===== src/rtl/kbd_scancode_decoder.sv =====
// rtl/kbd_scancode_decoder.sv - PS/2 keyboard scancode decoder with event FIFO; optional macro KBD_PARITY_CHECK_EN enables odd-parity checking
module kbd_scancode_decoder #(
    parameter int FIFO_DEPTH     = 4,
    parameter int TIMEOUT_CYCLES = 50000
) (
    input  logic       clk_i,
    input  logic       reset_i,
    input  logic       ps2_clk_i,
    input  logic       ps2_data_i,
    output logic [9:0] event_o,
    output logic       valid_o,
    input  logic       ready_i,
    output logic       overflow_o,
    output logic       frame_err_o
);

    localparam int PW = $clog2(FIFO_DEPTH);
    localparam int CW = PW + 1;
    localparam int TW = $clog2(TIMEOUT_CYCLES + 1);

    typedef enum logic {S_IDLE = 1'b0, S_RECV = 1'b1} state_t;

    // synchronizer and edge detector state
    logic [1:0] clk_sync;
    logic [1:0] data_sync;
    logic       clk_prev;
    logic       fall_edge;
    logic       ps2_data;

    // frame receiver state
    state_t          state;
    state_t          state_nxt;
    logic [3:0]      bit_cnt;
    logic [7:0]      shreg;
    logic            par_bit;
    logic [TW-1:0]   to_cnt;
    logic            timeout_hit;
    logic            parity_ok;
    logic            frame_ok_d;
    logic            frame_bad_d;
    logic            timeout_d;
    logic            byte_strb;

    // decoder state
    logic            ext_flag;
    logic            brk_flag;
    logic            emit_valid;
    logic [9:0]      emit_data;

    // event FIFO state
    logic [9:0]      mem [FIFO_DEPTH];
    logic [PW-1:0]   wr_ptr;
    logic [PW-1:0]   rd_ptr;
    logic [CW-1:0]   count;
    logic            full;
    logic            pop;
    logic            push_ok;

    // Two-flop synchronizers plus one history flop for the PS/2 clock; idle-high reset avoids a false edge
    always_ff @(posedge clk_i or posedge reset_i) begin
        if (reset_i) begin
            clk_sync  <= 2'b11;
            data_sync <= 2'b11;
            clk_prev  <= 1'b1;
        end else begin
            clk_sync  <= {clk_sync[0], ps2_clk_i};
            data_sync <= {data_sync[0], ps2_data_i};
            clk_prev  <= clk_sync[1];
        end
    end

    assign fall_edge   = clk_prev & ~clk_sync[1];
    assign ps2_data    = data_sync[1];
    assign timeout_hit = (to_cnt == TW'(TIMEOUT_CYCLES - 1));

`ifdef KBD_PARITY_CHECK_EN
    assign parity_ok = ^{shreg, par_bit};
`else
    assign parity_ok = 1'b1;
`endif

    // Frame FSM state register
    always_ff @(posedge clk_i or posedge reset_i) begin
        if (reset_i) begin
            state <= S_IDLE;
        end else begin
            state <= state_nxt;
        end
    end

    // Frame FSM next state: start bit opens a frame, stop edge or idle timeout closes it
    always_comb begin
        state_nxt = state;
        case (state)
            S_IDLE: begin
                if (fall_edge && !ps2_data) begin
                    state_nxt = S_RECV;
                end
            end
            S_RECV: begin
                if (fall_edge && bit_cnt == 4'd9) begin
                    state_nxt = S_IDLE;
                end else if (!fall_edge && timeout_hit) begin
                    state_nxt = S_IDLE;
                end
            end
            default: state_nxt = S_IDLE;
        endcase
    end

    // Frame FSM outputs: verdict on the stop edge and timeout detection
    always_comb begin
        frame_ok_d  = 1'b0;
        frame_bad_d = 1'b0;
        timeout_d   = 1'b0;
        if (state == S_RECV) begin
            if (fall_edge && bit_cnt == 4'd9) begin
                frame_ok_d  = ps2_data && parity_ok;
                frame_bad_d = !(ps2_data && parity_ok);
            end else if (!fall_edge && timeout_hit) begin
                timeout_d = 1'b1;
            end
        end
    end

    // Bit shifter, bit counter and idle timer; verdicts are registered into one-cycle strobes
    always_ff @(posedge clk_i or posedge reset_i) begin
        if (reset_i) begin
            bit_cnt     <= 4'd0;
            shreg       <= 8'd0;
            par_bit     <= 1'b0;
            to_cnt      <= '0;
            byte_strb   <= 1'b0;
            frame_err_o <= 1'b0;
        end else begin
            byte_strb   <= frame_ok_d;
            frame_err_o <= frame_bad_d | timeout_d;
            if (state == S_IDLE) begin
                bit_cnt <= 4'd0;
                to_cnt  <= '0;
            end else if (fall_edge) begin
                to_cnt  <= '0;
                bit_cnt <= bit_cnt + 4'd1;
                if (bit_cnt < 4'd8) begin
                    shreg <= {ps2_data, shreg[7:1]};
                end
                if (bit_cnt == 4'd8) begin
                    par_bit <= ps2_data;
                end
            end else begin
                to_cnt <= to_cnt + TW'(1);
            end
        end
    end

    // Prefix decoder: E0/F0 only arm flags, any other byte emits an event and consumes them
    always_ff @(posedge clk_i or posedge reset_i) begin
        if (reset_i) begin
            ext_flag   <= 1'b0;
            brk_flag   <= 1'b0;
            emit_valid <= 1'b0;
            emit_data  <= 10'd0;
        end else begin
            emit_valid <= 1'b0;
            if (frame_err_o) begin
                ext_flag <= 1'b0;
                brk_flag <= 1'b0;
            end else if (byte_strb) begin
                case (shreg)
                    8'hE0:   ext_flag <= 1'b1;
                    8'hF0:   brk_flag <= 1'b1;
                    default: begin
                        emit_valid <= 1'b1;
                        emit_data  <= {shreg, ext_flag, brk_flag};
                        ext_flag   <= 1'b0;
                        brk_flag   <= 1'b0;
                    end
                endcase
            end
        end
    end

    assign full    = (count == CW'(FIFO_DEPTH));
    assign valid_o = (count != '0);
    assign pop     = valid_o && ready_i;
    assign push_ok = emit_valid && (!full || pop);
    assign event_o = valid_o ? mem[rd_ptr] : 10'd0;

    // FIFO storage; no reset needed because the output is gated by valid_o
    always_ff @(posedge clk_i) begin
        if (push_ok) begin
            mem[wr_ptr] <= emit_data;
        end
    end

    // FIFO pointers, occupancy and sticky overflow on a dropped push
    always_ff @(posedge clk_i or posedge reset_i) begin
        if (reset_i) begin
            wr_ptr     <= '0;
            rd_ptr     <= '0;
            count      <= '0;
            overflow_o <= 1'b0;
        end else begin
            if (push_ok) begin
                wr_ptr <= wr_ptr + PW'(1);
            end
            if (pop) begin
                rd_ptr <= rd_ptr + PW'(1);
            end
            case ({push_ok, pop})
                2'b10:   count <= count + CW'(1);
                2'b01:   count <= count - CW'(1);
                default: count <= count;
            endcase
            if (emit_valid && full && !pop) begin
                overflow_o <= 1'b1;
            end
        end
    end

endmodule


===== config.mk =====
export PLATFORM = sky130hd
export DESIGN_NAME = kbd_scancode_decoder
export DESIGN_NICKNAME = d
export VERILOG_FILES = /design/src/rtl/kbd_scancode_decoder.sv
export SDC_FILE = /design/constraint.sdc
export NUM_CORES = 1
export LEC_CHECK = 0
export ABC_CLOCK_PERIOD_IN_PS = 1820
export BUFFER_PORTS_ARGS = -buffer_cell sky130_fd_sc_hd__buf_2
export CAP_MARGIN = 5
export CORE_MARGIN = 2
export CORE_UTILIZATION = 40
export CTS_CLUSTER_DIAMETER = 30
export DETAILED_ROUTE_END_ITERATION = 16
export GPL_ROUTABILITY_DRIVEN = 0
export PLACE_DENSITY_LB_ADDON = 0.05
export SLEW_MARGIN = 20
export SYNTH_ARGS = -nofsm -noshare
export SYNTH_HDL_FRONTEND = slang
export SYNTH_SLANG_ARGS = --single-unit
export TNS_END_PERCENT = 20

===== constraint.sdc =====
create_clock -name clk_i -period 1.82 [get_ports clk_i]
set_input_delay 0.273 -clock clk_i [delete_from_list [all_inputs] [get_ports clk_i]]
set_output_delay 0.273 -clock clk_i [all_outputs]
set_load 0.1 [all_outputs]

=== Yosys cells after proc, flatten, opt, wreduce, memory -nomap -nowiden ===
Memories as Yosys holds them, arrays and structs flattened.
Cells that the tools add are included.

* Flip-flop bits (word level): 57
* Bits in writable memories: 40
* Word-level logic and storage cells: 89
* Memories: 1

* Add/sub/neg operators: 6
* $lt $le $gt $ge: 1
* Eq/ne operators: 10
* Mux-type cells: 28
* Bitwise operators: 6
* Reductions and logical operators: 20

{| class="wikitable"
|+ Memories
! memory !! depth !! bits a word !! rd ports !! clocked after Yosys merged registers in !! wr ports !! RTL line !! text
|-
| mem || 4 || 10 || 1 || 0 || 1 || 51 || <nowiki>logic [9:0] mem [FIFO_DEPTH];</nowiki>
|}

{| class="wikitable"
|+ Operators with widths
! kind !! count
|-
| $mux 16 || 2
|-
| $mux 1 || 19
|-
| $add 16x1->16 const B || 1
|-
| $eq 16x16->1 const B || 1
|-
| $eq 8x8->1 const B || 2
|-
| $mux 10 || 1
|-
| $mux 4 || 2
|-
| $logic_and 1x1->1 || 7
|-
| $ne 2x2->1 const B || 3
|-
| $pmux 1 s2 || 3
|-
| $pmux 3 s2 || 1
|-
| $reduce_and 3->1 || 2
|-
| $add 2x1->2 const B || 2
|-
| $add 4x1->4 const B || 1
|-
| $eq 4x4->1 const B || 1
|-
| $logic_not 1->1 || 4
|-
| $lt 4x4->1 const B || 1
|-
| $not 1->1 || 4
|-
| $reduce_and 2->1 || 2
|-
| $reduce_bool 2->1 || 2
|-
| $add 3x1->3 const B || 1
|-
| $eq 3x3->1 const B || 1
|-
| $reduce_bool 3->1 || 1
|-
| $sub 3x1->3 const B || 1
|-
| 6 further kinds || 6
|}

=== Depth between registers and ports, before layout ===
* Word-level depth: 8
* Gate-level depth with buffers: 7
* Depth with buffers taken out: 6

=== Worst setup path after synthesis ===
No wires, ideal clock.

* Path kind: register to register
* Start: register count[0]
* End: register count[2]
* Setup time: 0.126 ns
* Arrival time: 2.645 ns
* Path slack: -0.951 ns
* Cell stages (with the launch flop): 7
* Buffers on the path: 1
* Clock period less this slack: 2.771 ns
* Path through: dfrtp_1 > or3_1 > clkbuf_1 > nand2_1 > fa_1 > nand2b_1 > a311o_1

* Word-level cells in the longest chain between the ends: 6
* Elaborated cells between the ends (all ways): 12

{| class="wikitable"
|+ RTL lines
! item !! RTL line !! text
|-
| from (decl) || 54 || <nowiki>logic [CW-1:0] count;</nowiki>
|-
| from (signal assigned) || 211 || <nowiki>2'b10: count <= count + CW'(1);</nowiki>
|-
| from (signal assigned) || 212 || <nowiki>2'b01: count <= count - CW'(1);</nowiki>
|-
| from (signal assigned) || 213 || <nowiki>default: count <= count;</nowiki>
|-
| $reduce_bool 3->1 (*) || 184 || <nowiki>assign valid_o = (count != '0);</nowiki>
|-
| named net valid_o || 11 || <nowiki>output logic valid_o,</nowiki>
|-
| $logic_and 1x1->1 (*) || 185 || <nowiki>assign pop = valid_o && ready_i;</nowiki>
|-
| $logic_or 1x1->1 || 186 || <nowiki>assign push_ok = emit_valid && (!full || pop);</nowiki>
|-
| $logic_and 1x1->1 || 186 ||
|-
| $eq 2x1->1 / $eq 2x2->1 (equally long branches) || 210 || <nowiki>case ({push_ok, pop})</nowiki>
|-
| $pmux 3 s2 / $reduce_bool 2->1 (equally long branches) || - ||
|}

Mark *: on every way through the listed nets, which the timed path passes. The rest lies on a longest branch.
A chain may end at the register's enable or synchronous reset.

=== Worst setup path in the final report ===
* Start: register rd_ptr[0]
* End: output port event_o[5]

* Word-level cells in the longest chain between the ends: 2

{| class="wikitable"
|+ RTL lines
! item !! RTL line !! text
|-
| from (decl) || 53 || <nowiki>logic [PW-1:0] rd_ptr;</nowiki>
|-
| from (signal assigned) || 208 || <nowiki>rd_ptr <= rd_ptr + PW'(1);</nowiki>
|-
| $mem_v2 4x10 || - ||
|-
| $mux 10 || 187 || <nowiki>assign event_o = valid_o ? mem[rd_ptr] : 10'd0;</nowiki>
|-
| to (decl) || 10 || <nowiki>output logic [9:0] event_o,</nowiki>
|}

No other way between the ends.

==> metrics.md <==
| Metric | Value |
|---|---|
| Vias per cell | 4.89 |
| Failing checks | negative setup slack |
| Row count | 36 |
| Yosys top cell by area | dfrtp_1 |
| Post-synth EDFFs | 40 |
| Synth Area in Simple Gates | around an eighth |
| Period utilisation layout | 111% |
| YS warnings | 0 |
| Synth unique cells | 37 |
| PortBufs | 17 |
| Post-DP HPWL | 4570 um |
| Area fraction in compound gates after synthesis | under 10% |
| Final instance area | 0.00500 mm^2 |
| Final wirelength | 6790 um |
| CP required | 1.55 ns |
| Die Y | 104 um |
| Clock tree root driver cell | clkbuf_8 |
| Fmax | 495 MHz |
| NumNets Final | 351 |
| Syn avg cell area | 14.2 um^2 |
| Global route overflow | 0 |
| Slew margin rel. | 67.5% |
| Async set-reset flop share out of synthesis | 58.8% |
| FF+latch area | 0.00264 mm^2 |
| Drt drc | 0 |
| Startpoint Class | flip-flop |
| Hold/Removal Path Class | input port to flip-flop |
| Syn Inst Count | between 200 and 300 |
| Top-count cell post-synth | dfrtp_1 |
| Synth Flop Type | dfrtp_1 |
| Max-Cap Viols | 0 |
| Tightest Pin Transition | between 0.4 and 0.5 ns |
| Critical Path AT | 1.75 ns |
| Syn nets | between 200 and 300 |
| Vias post-DR | 2329 |
| Leak | 1.99 nW |
| Clock Latency Late Sink | 0.36 ns |
| Finish-stage setup viols | 10 |
| Top post-synthesis cells by count | dfrtp_1, edfxtp_1, and2_1 |
| Placement Cell Area | 0.00462 mm^2 |
| Core outline area | 0.00977 mm^2 |
| Sequential area share after synthesis | 65.2% |
| Antenna violations before repair | 0 |
| Area occupied by multi-input gates | 0.00139 mm^2 |
| Ports | 18 |
| Post-route ant nets | 0 |
| 1st-pass router iterations | 4 |
| Reg clk slew, reported paths | 0.10 ns |
| Die W | 104 um |
| # fillers | 860 |
| GRT Total Usage | 14.0% |
| Post-layout min period | 2.02 ns |
| Unrepaired setup endpoints after global routing | yes |
| WL/cell | 14.3 um |
| Layout cells sized above 1 | 32.7% |
| Peak VDD IR | ~0.95 mV |
| Final Skew | roughly 0.015 ns |
| Clock Sinks | 97 |
| DR iter-0 viols | between 50 and 60 |
| Main area contributors after synthesis | dfrtp_1, edfxtp_1, mux4_2 |
| Nature of the critical path endpoint | output pin |
| CTS tree | built |
| Htree depth | 3 |
| PwrDens | 1460 mW/mm^2 |
| Vias in the first global route | 2407 |
| CP max FO | 5 |
| Post-Synth Adder-Cell Area | 2.67% |
| Clock buffer depth | 2 |
| Critical path type | flip-flop to output pin |
| Largest net degree at the start of global routing | 43 |
| Mux cell area share after synthesis | approximately a tenth |
| Status | complete, but fails checks |
| Initial core utilization | between 40% and 50% |
| Final slew viol count | 0 |
| Post-Syn Area | 0.00404 mm^2 |
| Num CTS Buffers | 9 |
| Worst setup margin | -0.199 ns |
| Die Area | 0.0109 mm^2 |
| Layout overhead on the synthesized area | 24.0% |
| Largest family of logic cells by synthesized area | simple AND/OR/NAND/NOR gates |
| N_diodes | 0 |
| Post-Synth XOR/XNOR Area | under 10% |
| Synth top area share | between 30% and 40% |
| Tot Pwr | 7.31 mW |
| Hold Vio Cnt, Final | 0 |
| FF+latch count, synth | 97 |
| Global-route wire length before repair | 12000 um |
==> registers in the layout (all words and copies together), names as in the netlist, 2 cells and up <==
name,cells
mem,40
data_sync,2
wr_ptr,2
shreg,8
clk_sync,2
bit_cnt,4
rd_ptr,2
emit_data,10
count,3
to_cnt,16
==> logic make-up after synthesis <==
group,Yosys count
buffers and inverters,19
muxes,24
AOI/OAI and AO/OA,28
adders and majority gates,8
DFF,97
xor gates and xnor gates,18
and+or+nand+nor,91
==> per-layer routing <==
metal | vias to the layer above | wire length (um) | track usage (%)
met5 | - | 0 | 0
met4 | 0 | 79 | 3.76
met3 | 9 | 272 | 4.32
met2 | 34 | 3350 | 23.2
met1 | 1143 | 3090 | 17.8
li1 | 1143 | - | -
==> metrics by stage <==
step           cells  utilization, %  setup TNS [ns]  setup WS [ns]  hold slack [ns]
2_1_floorplan    285               -           -1.83         -0.155            0.277
3_3_place_gp     456            47.2               0         0.0693            0.290
3_5_place_dp     456            47.2               0         0.0578            0.289
4_1_cts          475            50.5           -2.57         -0.272            0.307
5_1_grt          476            51.2           -2.85         -0.293            0.313
6_report         476            51.2           -1.84         -0.199            0.320
==> critical path, stage by stage (launching register included) <==
cell	delay, ns
dfrtp_2	0.42
buf_12	0.13
mux4_2	0.48
and2_1	0.18
buf_6	0.18
==> layout by cell type (no fill, tap or decap), types with 4 or more instances in the layout <==
cell	n
a21oi_1	9
a22o_1	4
and2_1	10
and2_4	7
buf_12	14
buf_2	6
buf_4	20
buf_6	5
clkbuf_8	9
dfrtp_1	51
dfstp_2	5
edfxtp_1	40
ha_1	7
inv_1	11
mux2_2	14
mux4_2	10
nand2_1	11
nand3_1	7
nand4_1	6
nor2_1	17
nor2b_1	4
nor3_1	5
o21ai_0	6
or3_1	4
xnor2_1	16
==> final cells by class <==
type / count / area share (%)
Sequential cell: 97 / 52.7
Multi-Input combinational cell: 169 / 27.7
Timing Repair Buffer: 49 / 11.2
Tap cell: 133 / 3.33
Clock buffer: 9 / 2.48
Clock inverter: 7 / 1.67
Inverter: 12 / 0.900
==> path summary, 6_finish.rpt <==
kind,start,to,slack (ns),depth (start not counted)
max in group asynchronous,reset_i,data_sync[1],0.76,4
hold / removal,ready_i,rd_ptr[0],0.32,4
setup reg to reg,count[1],count[1],0.06,6
setup / recovery,rd_ptr[0],event_o[5],-0.20,4
hold reg to reg,clk_sync[0],clk_sync[1],0.36,0
min in group asynchronous,reset_i,emit_valid,0.44,3
==> power breakdown <==
part           switching, mW  internal (mW)  leakage [nW]
Sequential             0.210           2.49          1.07
Combinational           1.84           1.33         0.811
Clock                  0.782          0.662         0.103
Total                   2.83           4.48          1.99
==> timing repair <==
| action | in CTS | in global routing |
|---|---|---|
| pin swaps | 3 | 4 |
| setup endpoints to repair | 11 | 21 |
| endpoints found under the hold margin | 17 | 0 |
| buffers inserted | 0 | 1 |
| hold buffers | 3 | 0 |
| resized for setup | 26 | 15 |
Note: power is estimated with default switching activity, not from simulation.
